<file path="src/rtl/instr_fetch_pkg.sv">
// Shared types and constants for the instruction fetch stage.
//   state_t : fetch FSM encoding (IDLE/FETCH/DRAIN/HALT)
//   qent_t  : queue entry, {pc, instr}
package instr_fetch_pkg;
   localparam int          WORD_W        = 32;
   localparam logic [31:0] PC_INC        = 32'd4;
   localparam logic [31:0] DEF_HALT_WORD = 32'hFFFF_FFFF;

   typedef enum logic [1:0] {
      S_IDLE  = 2'd0,
      S_FETCH = 2'd1,
      S_DRAIN = 2'd2,
      S_HALT  = 2'd3
   } state_t;

   typedef struct packed {
      logic [WORD_W-1:0] pc;
      logic [WORD_W-1:0] instr;
   } qent_t;
endpackage

</file>
<file path="src/rtl/instr_fetch_queue.sv">
// fetch_queue: 2-entry synchronous FIFO of {pc, instr}.
// Head is always slot e0 (registered), so the consumer never sees a
// combinational path from the write data.
//   clk, rst   : clock, synchronous active-high reset
//   push, din  : write din at tail
//   pop        : drop head (ignored when empty)
//   full/empty : occupancy flags; count : 0..2
//   head       : entry at queue head
module fetch_queue
   import instr_fetch_pkg::*;
(
   input  logic       clk,
   input  logic       rst,
   input  logic       push,
   input  qent_t      din,
   input  logic       pop,
   output logic       full,
   output logic       empty,
   output logic [1:0] count,
   output qent_t      head
);
   qent_t      e0, e1;
   logic [1:0] cnt;
   logic       do_pop;

   assign do_pop = pop & (cnt != 2'd0);
   assign full   = (cnt == 2'd2);
   assign empty  = (cnt == 2'd0);
   assign count  = cnt;
   assign head   = e0;

   always_ff @(posedge clk) begin
      if (rst) begin
         cnt <= 2'd0;
         e0  <= '0;
         e1  <= '0;
      end else begin
         case ({push, do_pop})
            2'b10: begin
               if (cnt == 2'd0) e0 <= din;
               else             e1 <= din;
               cnt <= cnt + 2'd1;
            end
            2'b01: begin
               e0  <= e1;
               cnt <= cnt - 2'd1;
            end
            2'b11: begin
               // count is unchanged; the new word lands behind whatever remains
               if (cnt == 2'd1) e0 <= din;
               else begin
                  e0 <= e1;
                  e1 <= din;
               end
            end
            default: ;
         endcase
      end
   end
endmodule

</file>
<file path="src/rtl/instr_fetch.sv">
// instr_fetch: PC, request credit and FSM for the fetch stage.
//   start                  : begin fetch at BASE_ADDR (IDLE/HALT only)
//   imem_en/imem_addr      : read request; imem_rdata returns one cycle later
//   instr/instr_pc/valid   : queue head to downstream, taken on instr_ready
//   busy/halted            : FETCH|DRAIN / HALT status
module instr_fetch
   import instr_fetch_pkg::*;
#(
   parameter logic [31:0] BASE_ADDR = 32'h0000_0000,
   parameter logic [31:0] HALT_WORD = DEF_HALT_WORD
) (
   input  logic        clk,
   input  logic        rst,
   input  logic        start,
   output logic        imem_en,
   output logic [31:0] imem_addr,
   input  logic [31:0] imem_rdata,
   output logic [31:0] instr,
   output logic [31:0] instr_pc,
   output logic        instr_valid,
   input  logic        instr_ready,
   output logic        busy,
   output logic        halted
);
   state_t      state, state_nx;
   logic [31:0] pc, req_pc;
   logic        inflight;
   logic        pop, rsp_halt, rsp_push, credit;
   logic [1:0]  q_count, occ_after;
   logic        q_full, q_empty;
   qent_t       head;

   assign pop       = instr_valid & instr_ready;
   // credit counts the slot freed by this cycle's pop, so ready=1 streams 1/cycle
   assign occ_after = q_count - {1'b0, pop};
   assign credit    = ({1'b0, occ_after} + {2'b00, inflight}) < 3'd2;
   assign rsp_halt  = inflight & (imem_rdata == HALT_WORD);
   assign rsp_push  = inflight & ~rsp_halt;

   // A halt response blocks the request that would otherwise go out beside it,
   // so nothing is outstanding once DRAIN is entered.
   assign imem_en   = (state == S_FETCH) & credit & ~rsp_halt;
   assign imem_addr = pc;

   assign instr       = head.instr;
   assign instr_pc    = head.pc;
   assign instr_valid = ~q_empty;
   assign busy        = (state == S_FETCH) | (state == S_DRAIN);
   assign halted      = (state == S_HALT);

   fetch_queue u_q (
      .clk   (clk),
      .rst   (rst),
      .push  (rsp_push & (~q_full | pop)),
      .din   ({req_pc, imem_rdata}),
      .pop   (pop),
      .full  (q_full),
      .empty (q_empty),
      .count (q_count),
      .head  (head)
   );

   always_comb begin
      state_nx = state;
      case (state)
         S_IDLE,
         S_HALT:  if (start)    state_nx = S_FETCH;
         S_FETCH: if (rsp_halt) state_nx = S_DRAIN;
         S_DRAIN: if (q_empty)  state_nx = S_HALT;
         default: state_nx = S_IDLE;
      endcase
   end

   always_ff @(posedge clk) begin
      if (rst) begin
         state    <= S_IDLE;
         pc       <= BASE_ADDR;
         req_pc   <= '0;
         inflight <= 1'b0;
      end else begin
         state    <= state_nx;
         inflight <= imem_en;
         if (imem_en) begin
            req_pc <= pc;
            pc     <= pc + PC_INC;   // wraps modulo 2^32
         end else if (((state == S_IDLE) || (state == S_HALT)) && start) begin
            pc <= BASE_ADDR;
         end
      end
   end
endmodule
</file>
<file path="config.mk">
export PLATFORM = sky130hd
export DESIGN_NAME = instr_fetch
export DESIGN_NICKNAME = d
export VERILOG_FILES = /design/src/rtl/instr_fetch_pkg.sv /design/src/rtl/instr_fetch_queue.sv /design/src/rtl/instr_fetch.sv
export SDC_FILE = /design/constraint.sdc
export NUM_CORES = 1
export LEC_CHECK = 0
export BUFFER_PORTS_ARGS = -buffer_cell sky130_fd_sc_hd__buf_4
export CAP_MARGIN = 10
export CORE_MARGIN = 2
export CORE_UTILIZATION = 24
export CTS_CLUSTER_SIZE = 28
export DETAILED_ROUTE_END_ITERATION = 10
export PLACE_DENSITY = 0.46
export SETUP_SLACK_MARGIN = 0.02
export SLEW_MARGIN = 5
export SYNTH_ARGS = -nofsm -noshare
export SYNTH_HDL_FRONTEND = slang
export SYNTH_SLANG_ARGS = --single-unit
</file>
<file path="constraint.sdc">
create_clock -name clk -period 2.8 [get_ports clk]
set_clock_uncertainty 0.1 [all_clocks]
set_input_delay 0.28 -clock clk [delete_from_list [all_inputs] [get_ports clk]]
set_output_delay 0.28 -clock clk [all_outputs]
set_load 0.01 [all_outputs]
</file>
==> results of run 1 <==
kinds of logic after synthesis:
kind of cell | after synthesis | share of synthesized area, %
simple gates | 319 | 17.0
fa+ha+maj | 12 | 1.85
other cells | 1 | 0.0462
compound gates | 262 | 24.3
buf+inv | 91 | 5.52
xor+xnor | 5 | 0.540
mux | 31 | 3.83
flops | 190 | 46.9
metal layers:
| metal | GRT usage (%) | vias up | wire length (um) |
|---|---|---|---|
| met5 | 0 | - | 0 |
| met1 | 18.4 | 3422 | 12000 |
| met4 | 3.36 | 0 | 255 |
| met3 | 3.44 | 21 | 1070 |
| met2 | 22.5 | 139 | 11900 |
| li1 | - | 3562 | - |
area by class of cell:
cell class	count	area share (%)
sequential	190	34.8
inverter	21	0.720
tap	448	5.12
clock buffer	19	4.04
clock inverter	13	1.17
timing repair buffer	218	18.0
multi-input combinational	631	36.2
power by group through the flow:
stage	Combinational, mW	Clock, mW	Sequential, mW
2_1_floorplan	1.90	0	3.44
3_3_place_gp	3.19	0	3.39
3_5_place_dp	3.23	0	3.39
4_1_cts	3.31	2.49	3.33
5_1_grt	3.73	2.58	3.38
6_report	3.40	2.40	3.33
per-stage QoR:
stage	instances	cell area, um^2	worst slack, ns
2_1_floorplan	912	8120	0.314
3_3_place_gp	1464	9820	0.0114
4_1_cts	1529	10700	0.0277
3_5_place_dp	1464	9820	0.0348
5_1_grt	1540	11000	0.000217
6_report	1540	11000	0.168
registers in the layout, summed over array words and instances, names as in the netlist:
register and flops:
imem_addr 30, req_pc 30, state 2, u_q.count 2, u_q.e1 62, inflight 1, u_q.head 63
worst register-to-register path, cell delays in order (launching register included):
cell and delay, ns:
sky130_fd_sc_hd__dfxtp_2 0.34, sky130_fd_sc_hd__inv_2 0.07, sky130_fd_sc_hd__ha_2 0.18, sky130_fd_sc_hd__inv_2 0.06
sky130_fd_sc_hd__nand2_4 0.08, sky130_fd_sc_hd__inv_1 0.06, sky130_fd_sc_hd__ha_1 0.18, sky130_fd_sc_hd__xnor2_1 0.18
sky130_fd_sc_hd__nand2_2 0.10, sky130_fd_sc_hd__nor3_1 0.20, sky130_fd_sc_hd__a21oi_2 0.12, sky130_fd_sc_hd__buf_4 0.18
sky130_fd_sc_hd__or4_1 0.51, sky130_fd_sc_hd__nand3_1 0.09
cell usage after synthesis (3+ instances only):
master	instances	share of area, %
sky130_fd_sc_hd__a211oi_1	16	1.5
sky130_fd_sc_hd__clkbuf_1	46	2.1
sky130_fd_sc_hd__nor2_1	107	5.0
sky130_fd_sc_hd__nand2b_1	4	0.31
sky130_fd_sc_hd__inv_1	20	0.93
sky130_fd_sc_hd__a22oi_1	62	5.7
sky130_fd_sc_hd__nand2_1	155	7.2
sky130_fd_sc_hd__nor3_1	6	0.37
sky130_fd_sc_hd__a211oi_2	49	7.6
sky130_fd_sc_hd__a31oi_1	17	1.3
sky130_fd_sc_hd__and3_1	5	0.39
sky130_fd_sc_hd__or3_1	4	0.31
sky130_fd_sc_hd__buf_8	5	0.93
sky130_fd_sc_hd__dfxtp_1	190	47
sky130_fd_sc_hd__buf_2	10	0.62
sky130_fd_sc_hd__nand3_1	15	0.93
sky130_fd_sc_hd__nand4_1	11	0.85
sky130_fd_sc_hd__buf_4	6	0.56
sky130_fd_sc_hd__a21oi_1	83	5.1
sky130_fd_sc_hd__ha_1	12	1.9
sky130_fd_sc_hd__mux2i_1	31	3.8
sky130_fd_sc_hd__o21ai_0	12	0.74
sky130_fd_sc_hd__xor2_1	3	0.32
timing repair:
action	CTS	global route
pin swaps	1	10
hold endpoints to repair	32	0
hold buffers	32	0
cloned	0	5
resized for setup	3	19
buffers inserted	1	6
setup endpoints to repair	1	120
worst paths after layout:
path	from	endpoint	cells after the start
setup / recovery	imem_rdata[21]	imem_en	10
hold / removal	rst	u_q.e1[15]$_SDFFE_PP0P_	2
setup reg to reg	u_q.count[0]$_SDFFE_PP0P_	imem_addr[22]$_SDFFE_PP0P_	13
hold reg to reg	u_q.e1[61]$_SDFFE_PP0P_	u_q.e1[61]$_SDFFE_PP0P_	2
==> results.md, run 1 <==
- The flow ran to the end, and the final reports show no timing, DRC or antenna violations.
- The worst setup slack for register-to-register paths is ~0.30 ns.
- The average wire length per cell after detail routing is 16.4 um.
- VDD sags by at most around 0.53 mV.
- The average cell area after synthesis is roughly 9 um^2.
- CTS built an H-tree with a depth of 4.
- The analysis attributes to net switching a power of 3.35 mW.
- The worst pin sits at a relative slew slack of 56.2%.
- The clock latency of the later-clocked register in the worst-skew pair is between 0.4 and 0.5 ns.
- The count of pins on the block boundary is ~140.
- The fraction of final layout cells with drive strength greater than 1 is 27.4%.
- The number of max-slew violations in the final report is 0.
- The switching share of total power is a little under two fifths.
- After clock tree synthesis, the clock-pin slew on the worst setup and hold paths is roughly 0.08 ns.
- The critical path capture point type is an output pin.
- The cell row count is 67.
- The total power after layout is 9.13 mW.
- The die outline height is 188 um.
- The area used by multi-input combinational logic is ~0.004 mm^2.
- Sequential cells burn a little over a third of the power.
- The initial utilization of the core area, before any placement, comes to between 20% and 30%.
- For this run, the total global-route usage over all layers was measured as 13.8%.
- The number of buffers between clock root and the deepest sink is 2.
- The number of filler cells placed in the layout is between 3k and 4k.
- STA classifies the critical path startpoint as a primary input.
- For this run, the slowest stage of the critical path takes about 0.53 ns.
- In this run the worst path has a maximum fanout of 4.
- The transition time at the pin with the least slew margin is ~0.66 ns.
- The die outline width is 188 um.
- Setup violations remaining at the end of the flow were counted as 0.
- The count of synthesis-stage warnings from yosys is 0.
- The total congestion overflow after global routing is 0.
- The root buffer selected by CTS is sky130_fd_sc_hd__clkbuf_16.
- Relative to the synthesized area, the layout overhead comes to 35.0%.
- Counting the buffers created by CTS gives 17.
- The number of hold-slack violations in the final timing report is 0.
- The number of global-route vias before repair came to around 6.7k.
- The combinational cell fraction of total power is roughly 37%.
- Per report_power, the clock group accounts for roughly a quarter of the total.
- The gate family responsible for the most delay along the worst path is buffers and inverters.
- The most common cell after layout, fill and taps aside is sky130_fd_sc_hd__dfxtp_1.
- The sequential cell area in the final layout is 0.00381 mm^2.
- The slowest stage of the critical path is the sky130_fd_sc_hd__dlygate4sd3_1 cell.
- After detailed routing, the number of remaining DRC violations is 0.
- For this block, the initial DRC count from the detailed router was 329.
- The number of synthesized flops with an enable pin is 0.
- In the synthesized netlist the dominant register cell turns out to be sky130_fd_sc_hd__dfxtp_1.
- The share of flip-flops with an asynchronous set or reset after synthesis is 0%.
- The power density normalized to cell area is roughly 830 mW/mm^2.
- The critical path class is in -> out.
- The final critical-path share of the clock period is a little over nine tenths.
- For this design, the sink count on the clock tree is 190.
- The signal arrival time at the worst endpoint is around 2.3 ns.
- Hold is met by about 0.1 ns.
- After synthesis the cells add up to ~0.008 mm^2.
- The count of antenna-violating nets left after detailed routing is 0.
- The share of the core filled with cells is between 30% and 40%.
- The wire-length estimate of the detail-placed layout is around 16000 um.
- Setup repair after global routing could not meet its margin everywhere.
- The sum of routed wire length over all layers is ~25000 um.
- The first TritonRoute pass finished after 5 iterations.
- The worst path needs ~2.6 ns of the cycle, external delays included.
- The top cell types in the final layout, fill and taps aside, are sky130_fd_sc_hd__dfxtp_1, sky130_fd_sc_hd__buf_4, sky130_fd_sc_hd__nand2_1.
- The number of port buffers is ~130.
- The setup TNS after final layout is 0 ns.
- The core outline area is 0.0334 mm^2.
- The combined buffer and inverter count along the critical path is 6.
- The final estimated routing congestion in global placement is 0.699.
- The number of different library cells used by synthesis comes to between 50 and 60.
- After technology mapping, the gate count stands at 911.
- For this run, the post-layout net count is between 1k and 1.5k.
- The worst path required time is between 2 and 2.5 ns.
- For this run, the register share of the synthesized area comes to between 40% and 50%.
- The number of maximum-capacitance constraint violations is 0.
- The pin count of the biggest net entering global routing is between 50 and 60.
- The count of inserted antenna diode cells is 0.
- The analysis attributes to cell leakage a power of roughly 4.2 nW.
- Among the stages of the critical path, the cell type that occurs most often is sky130_fd_sc_hd__buf_4.
- Cell internal power was estimated by the tool at ~5.8 mW.
- The routed layout has roughly 7.1k vias.
- The clock tree from TritonCTS is yes.
- The first global-routing pass estimated slightly below 40000 um of wire.
- The worst hold path belongs to the class in -> reg.
- The mean number of vias per cell is around 4.6.
- The critical path goes through dlygate4sd3_1 > buf_4 > nand4_1 > nor4_4 > buf_4 > a21oi_1 > o21bai_4 > buf_6 > inv_1 > buf_4.
- The highest attainable clock frequency is 0.380 GHz.
- The flop and latch count out of synthesis is 190.
- The die area is between 0.03 and 0.04 mm^2.
- The number of antenna violations at the first check in global routing is 0.
Note: power is estimated with default switching activity, not from simulation.
==> run 2: changes to the inputs <==
CORE_UTILIZATION = 30   (was 24)
PLACE_DENSITY = 0.53   (was 0.46)
clock period = 2.66 ns   (was 2.8 ns; I/O delays follow)
==> run 2 against run 1 <==
- global-route usage rose by 2.4 points
- final cell count shrank 7.7%
- via count rose by 0.17%
- design area fell by 1.6%
- combinational power rose by 5%
- clock power rose by 9.6%
- routed wire length fell by 3.9%
- worst setup slack got worse by 0.063 ns
- highest routed layer unchanged
==> results.md, run 2 (synthesis results as in run 1) <==
- The launching element type of the critical path is a primary input.
- Counting the fill cells in the layout gives roughly 2.7k.
- The number of max-slew violations in the final report is 0.
- The count of final setup violators is 0.
- The final estimated routing congestion in global placement is around 0.75.
- Detailed placement finished with a half-perimeter wire length of roughly 14000 um.
- The critical path is of the in -> out type.
- The count of pins on the block boundary is 136.
- The H-tree was split into 4 levels.
- Dividing the detail-routed via count by the number of cells gives between 5 and 6.
- The final critical-path share of the clock period is 96.1%.
- The net count of the finished layout is about 1.1k.
- The worst path meets setup with 0.105 ns of slack.
- The number of hold-slack violations in the final timing report is 0.
- For this design, the sink count on the clock tree is 190.
- The number of non-filler instances in the completed layout is around 1.4k.
- For the worst setup path, the data required time is 2.29 ns.
- Walking the worst path, the cells encountered are dlygate4sd3_1 > buf_4 > nand4_1 > nor4_4 > buf_4 > a21oi_2 > o21bai_4 > buf_12 > inv_1 > buf_4.
- The worst pin sits at a relative slew slack of between 50% and 60%.
- The number of placed cells counting well taps is about 1.3k.
- Together, buffers and inverters on the worst path number 6.
- The clock transition time at the flip-flop clock pins of the worst setup and hold paths is around 0.070 ns.
- In the layout the commonest cells are sky130_fd_sc_hd__dfxtp_1, sky130_fd_sc_hd__buf_4, sky130_fd_sc_hd__nand2_1.
- The routed layout has about 7.2k vias.
- After layout, the design draws a total of a little under 10 mW.
- Port buffering added roughly 130 buffers.
- The register with the most flip-flops in the layout has 63 of them.
- The clock period could shrink to between 2 and 3 ns.
- The number of global-route vias before repair came to 6746.
- In the global route stage, overall resource usage came out at 16.2%.
- Row generation in the floorplan step produced 60 rows.
- The delay of the slowest cell on the worst path is about 0.52 ns.
- The worst setup path is captured at an output pin.
- The final layout contains routed wiring with a total length of 24200 um.
- The count of antenna-violating nets left after detailed routing is 0.
- The number of detailed-route iterations in the first pass is 5.
- The number of antenna diodes in the final layout is 0.
- Once placement finished, the instance area stood at ~0.0096 mm^2.
- At the later pin of the worst-skew pair, clock insertion delay measures 0.42 ns.
- The growth of design area from synthesis to finish is 32.8%.
- The kind of path behind the tightest hold check is in -> reg.
- The highest attainable clock frequency is a little under 0.4 GHz.
- The die outline width is about 170 um.
- The number of maximum-capacitance constraint violations is 0.
- At the placement stage, the worst setup path has a slack of between 0.02 and 0.03 ns.
- In the final routed layout, each cell accounts on average for between 15 and 20 um.
- The run finished with clean final reports.
- STA puts the critical path data arrival time at 2.19 ns.
- The maximum vdd ir drop is around 0.39 mV.
- The fraction of final layout cells with drive strength greater than 1 is 27.3%.
- The number of antenna violations at the first check in global routing is 0.
- The library cell used most frequently in the layout, excluding fill and tap cells, is sky130_fd_sc_hd__dfxtp_1.
- The number of buffers inserted during clock tree synthesis is 17.
- The core region is 0.0267 mm^2.
- The root buffer selected by CTS is sky130_fd_sc_hd__clkbuf_16.
- The violation count after the first detailed-routing iteration is between 500 and 600.
- The leakage component of the power is between 4 and 5 nW.
- For this design, the slowest cell found on the critical path is sky130_fd_sc_hd__dlygate4sd3_1.
- The maximum fanout along the worst path is 3.
- The hold slack is about 0.018 ns.
- In the final timing run, aggregate negative setup slack is 0 ns.
- The cell repeated most along the worst path is sky130_fd_sc_hd__buf_4.
- The share of the core filled with cells is between 40% and 50%.
- The die outline height is 168 um.
- The DRC violation count after routing is 0.
- The gate family responsible for the most delay along the worst path is buffers and inverters.
- The pin count of the biggest net entering global routing is about 130.
- The die covers 0.0284 mm^2.
- The total congestion overflow after global routing is 0.
- At the pin with the least slew margin, the transition time is 0.690 ns.
- The first-pass GRT wire length is roughly 37000 um.
- In this run the deepest clock path goes through 2 buffers.
- The clock tree from TritonCTS is yes.
- The final instance area is around 0.011 mm^2.
- The initial core utilization is a little under a third.
- Setup repair after global routing left no endpoint under its margin.
- In this run the power density over the cells is 899 mW/mm^2.
## run 2: worst reg2reg max path, cell delays in order, from the launching register on
cell	delay, ns
sky130_fd_sc_hd__dfxtp_1	0.35
sky130_fd_sc_hd__inv_2	0.07
sky130_fd_sc_hd__ha_4	0.17
sky130_fd_sc_hd__inv_2	0.07
sky130_fd_sc_hd__nand2_1	0.08
sky130_fd_sc_hd__inv_2	0.10
sky130_fd_sc_hd__ha_1	0.16
sky130_fd_sc_hd__xnor2_1	0.12
sky130_fd_sc_hd__nand2_1	0.10
sky130_fd_sc_hd__buf_4	0.15
sky130_fd_sc_hd__nor3_1	0.17
sky130_fd_sc_hd__a21oi_2	0.11
sky130_fd_sc_hd__or4_1	0.53
sky130_fd_sc_hd__nand3_1	0.09
## run 2: timing repair
action,4_1_cts,5_1_grt
pin swaps,2,4
cloned,0,7
hold buffers,29,0
setup buffers,3,3
endpoints found under the setup margin,1,155
resized for setup,4,30
endpoints found under the hold margin,29,0
## run 2: power by group
part	leakage, nW	switching [mW]	internal, mW
combinational	2.31	2.04	1.52
clock	0.283	1.17	1.46
sequential	1.54	0.251	3.25
## run 2: area by class of cell
type | instances | area (um^2) | area share [%]
Sequential cell | 190 | 3800 | 35.3
Clock inverter | 10 | 130 | 1.21
Multi-Input combinational cell | 631 | 4020 | 37.3
Tap cell | 341 | 427 | 3.96
Inverter | 21 | 78.8 | 0.732
Timing Repair Buffer | 206 | 1860 | 17.2
Clock buffer | 22 | 464 | 4.31
## run 2: path summary, 6_finish.rpt
kind | start | endpoint | slack, ns | cells after the start
worst min register to register | u_q.e1[44]$_SDFFE_PP0P_ | u_q.e1[44]$_SDFFE_PP0P_ | 0.35 | 2
worst max register to register | u_q.count[0]$_SDFFE_PP0P_ | imem_addr[22]$_SDFFE_PP0P_ | 0.25 | 13
worst min-delay path | imem_rdata[0] | u_q.e1[0]$_SDFFE_PP0P_ | 0.02 | 3
worst max-delay path | imem_rdata[21] | imem_en | 0.10 | 10
## run 2: metal layers
metal	GRT usage (%)	wire (um)	vias up
li1	-	-	3542
met5	0	0	-
met2	25.8	11000	165
met3	3.06	1040	14
met1	22.8	12000	3435
met4	3.60	203	0
